==> config.mk <==
export PLATFORM = sky130hd
export DESIGN_NAME = s298_bist_driver_flat
export DESIGN_NICKNAME = d
export VERILOG_FILES = /design/src/rtl/s298_bist_driver_if.sv /design/src/rtl/s298_bist_driver.sv /design/src/flat_wrapper.sv
export SDC_FILE = /design/constraint.sdc
export NUM_CORES = 1
export LEC_CHECK = 0
export CAP_MARGIN = 20
export CORE_MARGIN = 2
export CORE_UTILIZATION = 55
export DETAILED_ROUTE_END_ITERATION = 8
export PLACE_DENSITY = 0.79
export SYNTH_ARGS = -nofsm -noshare
export SYNTH_HDL_FRONTEND = slang
export SYNTH_SLANG_ARGS = --single-unit
==> constraint.sdc <==
create_clock -name clk -period 5.4 [get_ports clk]
set_input_delay 0.54 -clock clk [delete_from_list [all_inputs] [get_ports clk]]
set_output_delay 0.54 -clock clk [all_outputs]
set_load 0.1 [all_outputs]
==> src/rtl/s298_bist_driver_if.sv <==
// s298_bist_driver_if: pattern, response and status signals between the BIST driver and the s298 side.
interface s298_bist_driver_if;
  logic start;
  logic g0;
  logic g1;
  logic g2;
  logic [5:0] dut_out;
  logic busy;
  logic done;
  logic pass;
  logic [15:0] signature;
  modport master(input start, dut_out, output g0, g1, g2, busy, done, pass, signature);
  modport slave(output start, dut_out, input g0, g1, g2, busy, done, pass, signature);
endinterface

==> src/rtl/s298_bist_driver.sv <==
// s298_bist_driver: LFSR pattern source on G0..G2 and 16-bit MISR compactor of the six s298 outputs,
// yielding one registered pass/fail per run.
module s298_bist_driver #(
  parameter int unsigned PAT_COUNT = 256,
  parameter int unsigned INIT_CYCLES = 4,
  parameter logic [15:0] LFSR_SEED = 16'hACE1,
  parameter logic [15:0] GOLDEN_SIG = 16'h0000
) (
  input logic clk,
  input logic rst_n,
  s298_bist_driver_if.master bus
);
  localparam int unsigned MAXC = (PAT_COUNT > INIT_CYCLES) ? PAT_COUNT : INIT_CYCLES;
  localparam int unsigned CW = $clog2(MAXC + 1);
  if (PAT_COUNT < 1 || INIT_CYCLES < 1 || LFSR_SEED == 16'h0000) begin : g_bad_params
    $error("s298_bist_driver: PAT_COUNT and INIT_CYCLES must be >=1 and LFSR_SEED nonzero");
  end
  typedef enum logic [2:0] {IDLE, INIT, RUN, FLUSH, DONE} state_t;
  state_t r_state;
  logic [CW-1:0] r_cnt;
  logic [15:0] r_lfsr;
  logic [15:0] r_misr;
  logic [2:0] r_pat;
  logic r_busy;
  logic r_done;
  logic r_pass;
  logic [15:0] w_lfsr_nxt;
  logic [15:0] w_misr_nxt;
  logic w_start;
  logic w_init_last;
  logic w_run_last;
  assign w_lfsr_nxt = {r_lfsr[14:0], r_lfsr[15] ^ r_lfsr[13] ^ r_lfsr[12] ^ r_lfsr[10]};
  assign w_misr_nxt = {r_misr[14:0], r_misr[15] ^ r_misr[13] ^ r_misr[12] ^ r_misr[10]} ^ {10'b0, bus.dut_out};
  assign w_init_last = r_cnt == CW'(INIT_CYCLES - 1);
  assign w_run_last = r_cnt == CW'(PAT_COUNT - 1);
  assign w_start = bus.start && (r_state == IDLE || r_state == DONE);
  always_ff @(posedge clk or negedge rst_n) begin
    if (!rst_n) begin
      r_state <= IDLE;
      r_cnt <= '0;
      r_lfsr <= LFSR_SEED;
      r_misr <= '0;
      r_pat <= 3'b001;
      r_busy <= 1'b0;
      r_done <= 1'b0;
      r_pass <= 1'b0;
    end else if (w_start) begin
      r_state <= INIT;
      r_cnt <= '0;
      r_lfsr <= LFSR_SEED;
      r_misr <= '0;
      r_pat <= 3'b001;
      r_busy <= 1'b1;
      r_done <= 1'b0;
      r_pass <= 1'b0;
    end else begin
      case (r_state)
        INIT: begin
          r_cnt <= w_init_last ? '0 : r_cnt + 1'b1;
          if (w_init_last) begin
            r_state <= RUN;
            r_pat <= r_lfsr[2:0];
            r_lfsr <= w_lfsr_nxt;
          end
        end
        RUN: begin
          r_cnt <= w_run_last ? '0 : r_cnt + 1'b1;
          // the response to pattern k appears one cycle later, so the first RUN cycle has nothing to sample
          if (r_cnt != '0) r_misr <= w_misr_nxt;
          if (w_run_last) begin
            r_state <= FLUSH;
            r_pat <= 3'b001;
          end else begin
            r_pat <= r_lfsr[2:0];
            r_lfsr <= w_lfsr_nxt;
          end
        end
        FLUSH: begin
          r_misr <= w_misr_nxt;
          r_state <= DONE;
          r_busy <= 1'b0;
          r_done <= 1'b1;
          r_pass <= w_misr_nxt == GOLDEN_SIG;
        end
        default: ;
      endcase
    end
  end
  assign bus.g0 = r_pat[0];
  assign bus.g1 = r_pat[1];
  assign bus.g2 = r_pat[2];
  assign bus.busy = r_busy;
  assign bus.done = r_done;
  assign bus.pass = r_pass;
  assign bus.signature = r_misr;
endmodule
==> src/flat_wrapper.sv <==
// flat-port wrapper written by rule: the top's interface ports become plain ports
module s298_bist_driver_flat 
#(
  parameter int unsigned PAT_COUNT = 256,
  parameter int unsigned INIT_CYCLES = 4,
  parameter logic [15:0] LFSR_SEED = 16'hACE1,
  parameter logic [15:0] GOLDEN_SIG = 16'h0000
)
  (clk, rst_n, bus_start, bus_dut_out, bus_g0, bus_g1, bus_g2, bus_busy, bus_done, bus_pass, bus_signature);
  s298_bist_driver_if bus_i ();
  input logic clk;
  input logic rst_n;
  input wire logic [$bits(bus_i.start)-1:0] bus_start;
  input wire logic [$bits(bus_i.dut_out)-1:0] bus_dut_out;
  output wire logic [$bits(bus_i.g0)-1:0] bus_g0;
  output wire logic [$bits(bus_i.g1)-1:0] bus_g1;
  output wire logic [$bits(bus_i.g2)-1:0] bus_g2;
  output wire logic [$bits(bus_i.busy)-1:0] bus_busy;
  output wire logic [$bits(bus_i.done)-1:0] bus_done;
  output wire logic [$bits(bus_i.pass)-1:0] bus_pass;
  output wire logic [$bits(bus_i.signature)-1:0] bus_signature;
  assign bus_i.start = bus_start;
  assign bus_i.dut_out = bus_dut_out;
  assign bus_g0 = bus_i.g0;
  assign bus_g1 = bus_i.g1;
  assign bus_g2 = bus_i.g2;
  assign bus_busy = bus_i.busy;
  assign bus_done = bus_i.done;
  assign bus_pass = bus_i.pass;
  assign bus_signature = bus_i.signature;
  s298_bist_driver #(.PAT_COUNT(PAT_COUNT), .INIT_CYCLES(INIT_CYCLES), .LFSR_SEED(LFSR_SEED), .GOLDEN_SIG(GOLDEN_SIG)) u_core (.clk(clk), .rst_n(rst_n), .bus(bus_i));
endmodule
==> results of run 1 <==
==> stage by stage <==
step	setup slack, ns	area, µm²	util, %	hold WS, ns
2_1_floorplan	3.156	2506	-	0.2444
3_3_place_gp	2.288	2811	64.13	0.4701
3_5_place_dp	2.245	2811	64.13	0.4730
4_1_cts	2.362	2949	67.27	0.3393
5_1_grt	2.329	2954	67.38	0.3785
6_report	2.660	2954	67.38	0.3321
==> final cells by class <==
class                           instances  area, µm²
Clock buffer                            5      68.82
Clock inverter                          3      68.82
Fill cell                             326       1430
Inverter                               13      48.80
Multi-Input combinational cell        149       1125
Sequential cell                        50       1262
Tap cell                               52      65.06
Timing Repair Buffer                   33      315.3
==> registers in the layout (all words and copies together), names as in the netlist <==
| name | cells |
|---|---|
| u_core.bus.signature | 16 |
| u_core.r_lfsr | 16 |
| u_core.r_cnt | 9 |
| u_core.r_pat | 3 |
| u_core.r_state | 3 |
| u_core.bus.busy | 1 |
| u_core.bus.done | 1 |
| u_core.bus.pass | 1 |
==> cell usage after synthesis (3+ instances only) <==
| cell | number |
|---|---|
| nand2_1 | 15 |
| a22o_1 | 13 |
| o22a_1 | 7 |
| o21ai_0 | 11 |
| xnor2_1 | 9 |
| mux2_2 | 6 |
| nor3_1 | 3 |
| nand4_1 | 6 |
| nor2_1 | 17 |
| dfstp_2 | 9 |
| ha_1 | 4 |
| and3_1 | 3 |
| buf_2 | 3 |
| dfrtp_1 | 41 |
| nand3_1 | 10 |
| mux2i_1 | 6 |
| inv_1 | 13 |
| mux2_4 | 4 |
==> power groups by stage <==
stage | combinational (W) | clock [W] | sequential [W]
2_1_floorplan | 0.0000192 | 0 | 0.000433
3_3_place_gp | 0.0000875 | 0 | 0.000393
3_5_place_dp | 0.0000885 | 0 | 0.000393
4_1_cts | 0.0000887 | 0.000317 | 0.000386
5_1_grt | 0.0000933 | 0.000329 | 0.000386
6_report | 0.0000878 | 0.000309 | 0.000386
==> path summary, 6_finish.rpt <==
| check | end | from | slack, ns |
|---|---|---|---|
| setup reg to reg | u_core.r_lfsr[3]$_DFFE_PN0P_ | u_core.r_cnt[0]$_DFFE_PN0P_ | 2.66 |
| hold reg to reg | u_core.bus.done$_DFFE_PN0P_ | u_core.bus.done$_DFFE_PN0P_ | 0.49 |
| max in group asynchronous | u_core.bus.signature[5]$_DFFE_PN0P_ | rst_n | 4.66 |
| min in group clk | u_core.bus.done$_DFFE_PN0P_ | u_core.bus.done$_DFFE_PN0P_ | 0.49 |
| setup / recovery | u_core.r_lfsr[3]$_DFFE_PN0P_ | u_core.r_cnt[0]$_DFFE_PN0P_ | 2.66 |
| hold / removal | u_core.r_cnt[3]$_DFFE_PN0P_ | rst_n | 0.33 |
==> layer usage <==
metal  part of all wire, %  vias to the layer above
met4                  0.86                        0
met1                    48                      870
li1                      -                      860
met2                    47                       41
met5                     0                        -
met3                   3.6                        5
==> logic make-up after synthesis <==
kind of cell,count (synthesis),synth area share [%]
flops,50,50.37
xor+xnor,12,4.743
mux,16,7.489
compound gates,48,15.33
buf+inv,21,4.743
simple gates,69,15.33
fa+ha+maj,4,1.997
==> critical path, stage by stage (launching register included) <==
cell      delay (ns)
dfrtp_1         0.42
ha_1            0.24
and3_1          0.19
and3_2          0.17
nand3_1         0.10
inv_1           0.09
ha_1            0.30
nand3b_1        0.14
a21oi_1         0.37
nor3_1          0.16
buf_2           0.21
a22o_1          0.23
==> out/qor.yml, run 1 <==
outcome:
  status: "finished clean"
final_layout:
  layout_commonest_cell: "dfrtp_1"
  syn_to_final_growth_pct: 17.87
  final_cell_mix: "41 x dfrtp_1, 29 x clkdlybuf4s50_1, 17 x nor2_1"
  nets: 265
  final-instance-count-excl-fill: 305
  n_antenna_cell: 0
  layout-drive-gt1-share_pct: 15.81
synth:
  syn_area_um2: 2506
  syn_inst: 220
  synth.avg_cell_area_um2: 11.39
  synth_top_area_share_pct: 40.94
  synth_top_flop_cell: "dfrtp_1"
  synth_area_leaders: "dfrtp_1 41%, dfstp_2 9.4%, a22o_1 4.5%"
  ys_async_sr_fraction_pct: 100.0
  synth_nets: 233
  synth_cell_types: 50
  synth-edff-count: 0
  ys_seq_area_share_pct: 50.37
  synth_area_leader_cell: "dfrtp_1"
  synth_warnings: 0
  ys_ff_latch: 50
global_route:
  grtUsageMet1_pct: 30.25
  top_usage_layer: "met2"
  met2_usage_pct: 32.10
  antenna_found_initial: 0
  grt_pass1_wl_um: 8307
  track_usage_pct: 20.84
  grt_pass1_vias: 1727
  grt-ovfl-total: 0
  grt_max_degree: 51
  met3_usage_pct: 4.360
critical_path:
  path_class: "flip-flop to flip-flop"
  crit_path_start_kind: "flip-flop"
  worstPathMaxFanout: 8
  critPathArrivalTime_ns: 2.93
  reg2regPathDepth: 11
  crit_path_end_kind: "flip-flop"
  worstPathRequired_ns: 5.59
placed_design:
  routabilityCongestion: 0.8318
  dp_hpwl_um: 3467
  placed_cells: 296
  portBuffers: 30
cts:
  cts.clk_slew.worst_paths_ns: 0.09
  clk_path_buf_depth: 2
  root_buffer: "clkbuf_8"
  cts.hold.buffers_added: 0
  cts_buffers: 5
  cts_tree: "done"
  clock-sinks: 50
  postCtsSetupRepairBufs: 0
  h-tree-depth: 2
  clkLatencyLatePin_ns: 0.30
  ctsResizeCount: 0
sta:
  grt_setup_unrepaired: "no"
  setup_viol: 0
  finalSetupTns_ns: 0
  min_period_over_period_pct: 50.73
  clock.fmax_mhz: 365.0
  fin_skew_ns: 0.007394
  drv_slew: 0
  tightest_slew_ns: 0.9886
  slew_headroom_pct: 33.89
  min_period_ns: 2.740
  finalHoldViolCount: 0
floorplan:
  die_w_um: 71.50
  start_util_pct: 57.16
  core_area_um2: 4384
  dieArea_um2: 5112
  die_h_um: 71.50
  fp-row-count: 24
  pin_count: 31
power_and_ir_drop:
  combPwrFrac_pct: 11.2
  power_per_cell_area_nw_per_um2: 264.9
  switching_power_w: 0.0001907
  ir_drop_mv: 0.1594
  intPower_w: 0.0005917
  total_power_w: 0.0007824
  swShare_pct: 24.37
  power.share.clock_pct: 39.5
  leakage_nw: 1.381
  power_frac_seq_pct: 49.3
min_path:
  min_path_type: "input pin to asynchronous set/reset pin"
detailed_routing:
  drt-pass1-iter-count: 4
  wl_per_cell_um: 16.10
  vias_per_cell: 5.823
  antenna_left: 0
  vias: 1776
  drt_wl_total_um: 4910
  route.detailed.drc: 0
  drt_iter0_drc: 79
run:
  cap_violations: 0
(Power assumes the default switching activity.)
==> run 2: changes to the inputs <==
Settings changed: CORE_UTILIZATION 55 to 50, PLACE_DENSITY 0.79 to 0.76.
Clock period 5.4 ns to 2.3 ns, I/O delays scaled along.
==> out/qor.yml, run 2 (synthesis results as in run 1) <==
sta:
  slew_headroom_pct: 56.70  # was 33.89%
  fin_skew_ns: 0.008263  # was 0.007394 ns
  grt_setup_unrepaired: "yes"  # was no
  finalSetupTns_ns: 0  # unchanged
  drv_slew: 0  # unchanged
  min_period_over_period_pct: 94.81  # was 50.73%
  min_period_ns: 2.181  # was 2.740 ns
  tightest_slew_ns: 0.6427  # was 0.9886 ns
  setup_viol: 0  # unchanged
  clock.fmax_mhz: 458.6  # was 365.0 MHz
  finalHoldViolCount: 0  # unchanged
cts:
  h-tree-depth: 2  # unchanged
  root_buffer: "clkbuf_8"  # unchanged
  cts.clk_slew.worst_paths_ns: 0.09  # about the same
  cts_tree: "done"  # unchanged
  clkLatencyLatePin_ns: 0.30  # about the same
  clk_path_buf_depth: 2  # unchanged
  clock-sinks: 50  # unchanged
  cts_buffers: 5  # unchanged
global_route:
  grt_max_degree: 27  # was 51
  grt_pass1_wl_um: 8638  # was 8307 µm
  met2_usage_pct: 29.70  # was 32.10%
  top_usage_layer: "met1"  # was met2
  antenna_found_initial: 0  # unchanged
  track_usage_pct: 20.37  # was 20.84%
  grt_pass1_vias: 1832  # was 1,727
  grtUsageMet1_pct: 30.03  # was 30.25%
  met3_usage_pct: 4.150  # was 4.360%
  grt-ovfl-total: 0  # unchanged
floorplan:
  pin_count: 31  # unchanged
  die_h_um: 74.80  # was 71.50 µm
  die_w_um: 74.80  # was 71.50 µm
  fp-row-count: 25  # was 24
  start_util_pct: 52.37  # was 57.16%
  core_area_um2: 4786  # was 4384 µm²
  dieArea_um2: 5594  # was 5112 µm²
final_layout:
  final_cell_mix: "42 x buf_4, 41 x dfrtp_1, 17 x nor2_1"  # was 41 x dfrtp_1, 29 x clkdlybuf4s50_1, 17 x nor2_1
  syn_to_final_growth_pct: 21.77  # was 17.87%
  n_antenna_cell: 0  # unchanged
  layout_commonest_cell: "buf_4"  # was dfrtp_1
  finalInstanceArea_um2: 3052  # was 2954 µm²
  layout-drive-gt1-share_pct: 29.41  # was 15.81%
  nets: 284  # was 265
outcome:
  status: "finished clean"  # unchanged
placed_design:
  dp_hpwl_um: 3708  # was 3467 µm
  place_area_um2: 2903  # was 2811 µm²
  portBuffers: 30  # unchanged
  routabilityCongestion: 0.8632  # was 0.8318
critical_path:
  rrSetupSlack_ns: 0.12  # was 2.66 ns
  worstPathRequired_ns: 2.49  # was 5.59 ns
  path_class: "flip-flop to flip-flop"  # unchanged
  critPathArrivalTime_ns: 2.37  # was 2.93 ns
  crit_path_end_kind: "flip-flop"  # unchanged
  worstPathMaxFanout: 8  # unchanged
  crit_path_start_kind: "flip-flop"  # unchanged
detailed_routing:
  antenna_left: 0  # unchanged
  drt-pass1-iter-count: 4  # unchanged
  drt_wl_total_um: 5112  # was 4910 µm
  vias: 1860  # was 1,776
  vias_per_cell: 5.487  # was 5.823
  drt_iter0_drc: 175  # was 79
  wl_per_cell_um: 15.08  # was 16.10 µm
  route.detailed.drc: 0  # unchanged
run:
  cap_violations: 0  # unchanged
min_path:
  min_path_type: "input pin to asynchronous set/reset pin"  # unchanged
power_and_ir_drop:
  power_per_cell_area_nw_per_um2: 569.9  # was 264.9 nW/µm²
  leakage_nw: 1.496  # was 1.381 nW
  ir_drop_mv: 0.4404  # was 0.1594 mV
run 2: cell types whose count changed in the layout (fill, tap and decap cells not counted), sizes merged:
cell / change
clkbuf: +2
clkinv: -1
clkdlybuf4s50: -22
dlygate4sd3: +1
bufinv: -1
buf: +40
run 2: stage by stage:
stage               cells  worst slack, ns  util, %  total power [W]  hold WS [ns]
floorplan             220          0.05582        -         0.001061      -0.06559
global placement      328           0.1664    60.65         0.001124        0.2551
detailed placement    328           0.1035    60.65         0.001126        0.2585
CTS                   337          0.08616    63.29         0.001752        0.4633
global route          339          0.01657    63.76         0.001805        0.4958
finish                339           0.1194    63.76         0.001739        0.4479
run 2: routing by layer:
metal  share of wire [%]  routed length, µm
met5                   0                  0
met4                 1.6                 80
met3                 5.2                266
met2                  46               2347
met1                  47               2418
run 2: critical path, stage by stage (launching register included):
cell and delay (ns):
dfrtp_1 0.40, ha_1 0.19, and3_1 0.19, and3_2 0.20, nand3_1 0.10, inv_1 0.05, ha_1 0.18, buf_4 0.16
a211o_1 0.37, a22o_1 0.22
run 2: power by group:
group / total [W] / internal [W] / leakage (nW) / switching (W)
clock network: 0.000630 / 0.000355 / 0.0585 / 0.000276
logic: 0.000203 / 0.0000590 / 0.838 / 0.000144
registers: 0.000905 / 0.000892 / 0.599 / 0.0000134
total: 0.00174 / 0.00131 / 1.50 / 0.000434
run 2: final cells by class:
type                    count  area, µm²
well taps                  67      83.83
clock inverters             1      30.03
multi-input cells         149       1129
inverters                  13      48.80
repair buffers             52      411.6
fillers                   399       1734
flip-flops and latches     50       1262
clock buffers               7      86.33
run 2: worst paths after layout:
path                                             start                      endpoint  cells after the start
max                        u_core.r_cnt[1]$_DFFE_PN0P_  u_core.r_lfsr[2]$_DFFE_PN0P_                      9
max reg2reg                u_core.r_cnt[1]$_DFFE_PN0P_  u_core.r_lfsr[2]$_DFFE_PN0P_                      9
min reg2reg                u_core.bus.busy$_DFFE_PN0P_   u_core.bus.busy$_DFFE_PN0P_                      2
max in group asynchronous                        rst_n  u_core.r_lfsr[0]$_DFFE_PN1P_                      3
min                                              rst_n  u_core.r_lfsr[8]$_DFFE_PN0P_                      2
min in group clk           u_core.bus.busy$_DFFE_PN0P_   u_core.bus.busy$_DFFE_PN0P_                      2
run 2: repair_timing:
item | in CTS | in global routing
setup buffers | 0 | 2
endpoints found under the hold margin | 23 | 0
setup endpoints to repair | 0 | 22
resized for setup | 0 | 2
hold buffers | 1 | 0
==> run 3: changes to the inputs <==
Settings changed: ABC_AREA set to 1, CELL_PAD_IN_SITES_DETAIL_PLACEMENT set to 1, CELL_PAD_IN_SITES_GLOBAL_PLACEMENT set to 2, CORE_UTILIZATION 50 to 30, PLACE_DENSITY 0.76 to unset, PLACE_DENSITY_LB_ADDON set to 0.1.
==> out/qor.yml, run 3 <==
global_route:
  grt-ovfl-total: 0  # unchanged
  grt_pass1_vias: 2261  # was 1,832
  grt_max_degree: 51  # was 27
  grt_pass1_wl_um: 11490  # was 8638 µm
  antenna_found_initial: 0  # unchanged
  track_usage_pct: 14.69  # was 20.37%
critical_path:
  worstPathRequired_ns: 2.51  # was 2.49 ns
  path_class: "flip-flop to flip-flop"  # unchanged
  crit_path_start_kind: "flip-flop"  # unchanged
  cp_top_family: "simple AND/OR/NAND/NOR gates"  # was compound AO/OA/AOI/OAI gates
  slowest_delay_ns: 0.39  # was 0.40 ns
  cp_common_cell: "nand3_1"  # was ha_1
  worstPathMaxFanout: 8  # unchanged
  crit_path_end_kind: "flip-flop"  # unchanged
  critPathSlowestCell: "dfrtp_1"  # unchanged
  cp.buffers_inverters: 3  # was 2
  worstPathCellList: "ha_2, nand3_1, nor2_1, nand3_1, nor2_2, ha_1, inv_1, nor2_4, inv_2, nand3_4, buf_12, o21ai_2"  # was ha_1, and3_1, and3_2, nand3_1, inv_1, ha_1, buf_4, a211o_1, a22o_1
  critPathArrivalTime_ns: 2.25  # was 2.37 ns
synth:
  synth-edff-count: 0  # unchanged
  ys_seq_area_share_pct: 46.97  # was 50.37%
  synth_top_flop_cell: "dfrtp_1"  # unchanged
  syn_area_um2: 2688  # was 2506 µm²
  ys_ff_latch: 50  # unchanged
  synth_warnings: 0  # unchanged
  synth.most_common_cell: "nand2_1"  # was dfrtp_1
  ys_async_sr_fraction_pct: 100.0  # unchanged
  synth_area_leaders: "dfrtp_1 38%, nand2_1 16%, dfstp_2 8.8%"  # was dfrtp_1 41%, dfstp_2 9.4%, a22o_1 4.5%
  synth_cell_types: 28  # was 50
  syn_inst: 333  # was 220
  synth_nets: 346  # was 233
  synth_common_cells: "116 x nand2_1, 41 x dfrtp_1, 33 x nor2_1"  # was 41 x dfrtp_1, 17 x nor2_1, 15 x nand2_1
  synth_top_area_share_pct: 38.18  # was 40.94%
  synth.avg_cell_area_um2: 8.071  # was 11.39 µm²
  synth_area_leader_cell: "dfrtp_1"  # unchanged
cts:
  cts_tree: "done"  # unchanged
  cts.hold.buffers_added: 0  # was 1
  root_buffer: "clkbuf_8"  # unchanged
  clock-sinks: 50  # unchanged
  clkLatencyLatePin_ns: 0.31  # was 0.30 ns
  h-tree-depth: 2  # unchanged
  clk_path_buf_depth: 2  # unchanged
  cts_buffers: 5  # unchanged
  cts.clk_slew.worst_paths_ns: 0.10  # was 0.09 ns
final_layout:
  finalInstanceArea_um2: 3193  # was 3052 µm²
  n_antenna_cell: 0  # unchanged
  final_cell_mix: "116 x nand2_1, 41 x dfrtp_1, 32 x nand3_1, 32 x nor2_1, 28 x buf_4"  # was 42 x buf_4, 41 x dfrtp_1, 17 x nor2_1
  final-instance-count-excl-fill: 480  # was 339
  layout-drive-gt1-share_pct: 23.66  # was 29.41%
  fin_util_pct: 36.61  # was 63.76%
  syn_to_final_growth_pct: 18.81  # was 21.77%
  nets: 384  # was 284
  layout_commonest_cell: "nand2_1"  # was buf_4
  fill_cells: 1083  # was 399
sta:
  setup_viol: 0  # unchanged
  min_period_over_period_pct: 88.86  # was 94.81%
  finalSetupTns_ns: 0  # unchanged
  clock.fmax_mhz: 489.3  # was 458.6 MHz
  fin_skew_ns: 0.01139  # was 0.008263 ns
  finalHoldViolCount: 0  # unchanged
  slew_headroom_pct: 54.85  # was 56.70%
  min_period_ns: 2.044  # was 2.181 ns
  tightest_slew_ns: 0.6772  # was 0.6427 ns
  drv_slew: 0  # unchanged
floorplan:
  start_util_pct: 30.82  # was 52.37%
  dieArea_um2: 9732  # was 5594 µm²
  die_w_um: 98.65  # was 74.80 µm
  pin_count: 31  # unchanged
  core_area_um2: 8721  # was 4786 µm²
  die_h_um: 98.65  # was 74.80 µm
  fp-row-count: 34  # was 25
run:
  cap_violations: 0  # unchanged
placed_design:
  dp_hpwl_um: 4534  # was 3708 µm
  place_area_um2: 3010  # was 2903 µm²
  portBuffers: 30  # unchanged
  routabilityCongestion: 0.7092  # was 0.8632
  placed_cells: 466  # was 328
detailed_routing:
  antenna_left: 0  # unchanged
  drt-pass1-iter-count: 4  # unchanged
  route.detailed.drc: 0  # unchanged
  drt_iter0_drc: 79  # was 175
  vias: 2245  # was 1,860
  drt_wl_total_um: 6916  # was 5112 µm
  wl_per_cell_um: 14.41  # was 15.08 µm
  vias_per_cell: 4.677  # was 5.487
min_path:
  min_path_type: "input pin to asynchronous set/reset pin"  # unchanged
outcome:
  status: "finished clean"  # unchanged
run 3: cell types whose count changed after synthesis, moves of 6 or more:
cell	delta
a21oi_1	+7
nand3_1	+22
nor2_1	+16
o21ai_0	-7
o22a_1	-7
inv_1	+12
a22o_1	-13
o21ai_2	+13
nand2_1	+101
mux2i_1	-6
mux2_2	-6
xnor2_1	-7
run 3: area by class of cell:
cell class | count | area [µm²] | area share, %
inverter | 33 | 131.4 | 4.114
sequential | 50 | 1262 | 39.54
clock buffer | 7 | 86.33 | 2.704
timing repair buffer | 38 | 325.3 | 10.19
tap | 108 | 135.1 | 4.232
multi-input combinational | 243 | 1244 | 38.95
clock inverter | 1 | 8.758 | 0.2743
run 3: repair_timing:
action,4_1_cts,5_1_grt
setup buffers,0,4
endpoints found under the setup margin,0,17
resized for setup,0,4
run 3: cell families (layout without fill, tap and decap cells):
logic type	Yosys count	count (layout)	synth area share, %
and+or+nand+nor	206	208	34.92
DFF	50	50	46.97
buffers and inverters	42	79	7.961
AOI/OAI and AO/OA	26	26	6.657
xor gates and xnor gates	5	5	1.630
adders and majority gates	4	4	1.862
run 3: worst reg2reg max path, delay by kind of cell (launching register included):
family / cells / cell delay [ns]
buffers and inverters: 3 / 0.32
adder cells (fa/ha/maj): 2 / 0.41
AND/OR/NAND/NOR: 6 / 0.79
flip-flops: 1 / 0.39
AO/OA/AOI/OAI: 1 / 0.05
run 3: path summary, 6_finish.rpt:
check	from	to	slack, ns	cells past startpoint
hold / removal	rst_n	u_core.r_pat[1]$_DFFE_PN0P_	0.03	2
max in group asynchronous	rst_n	u_core.r_cnt[5]$_DFFE_PN0P_	1.81	2
setup reg to reg	u_core.r_cnt[1]$_DFFE_PN0P_	u_core.r_lfsr[14]$_DFFE_PN0P_	0.26	12
setup / recovery	u_core.r_cnt[1]$_DFFE_PN0P_	u_core.r_lfsr[14]$_DFFE_PN0P_	0.26	12
hold reg to reg	u_core.r_lfsr[6]$_DFFE_PN1P_	u_core.r_lfsr[6]$_DFFE_PN1P_	0.48	2
min in group clk	u_core.r_lfsr[6]$_DFFE_PN1P_	u_core.r_lfsr[6]$_DFFE_PN1P_	0.48	2
run 3: stage by stage:
stage	setup slack (ns)	hold WS (ns)
5_1_grt	-0.006285	0.08895
4_1_cts	0.05340	0.05111
3_3_place_gp	0.1789	0.4104
6_report	0.2561	0.03423
2_1_floorplan	0.4748	-0.06559
3_5_place_dp	0.08181	0.4060
run 3: metal layers:
layer | track usage, % | part of all wire [%] | routed length, µm | up-vias
li1 | - | - | - | 1131
met1 | 21.36 | 49 | 3404 | 1090
met2 | 22.76 | 48 | 3290 | 17
met3 | 2.128 | 2.0 | 136 | 7
met4 | 4.426 | 1.2 | 85 | 0
met5 | 0 | 0 | 0 | -
Power of run 3 is left out: the tool's default activity adds up to more than one toggle a clock period on the data nets, which glitch-free logic cannot reach.
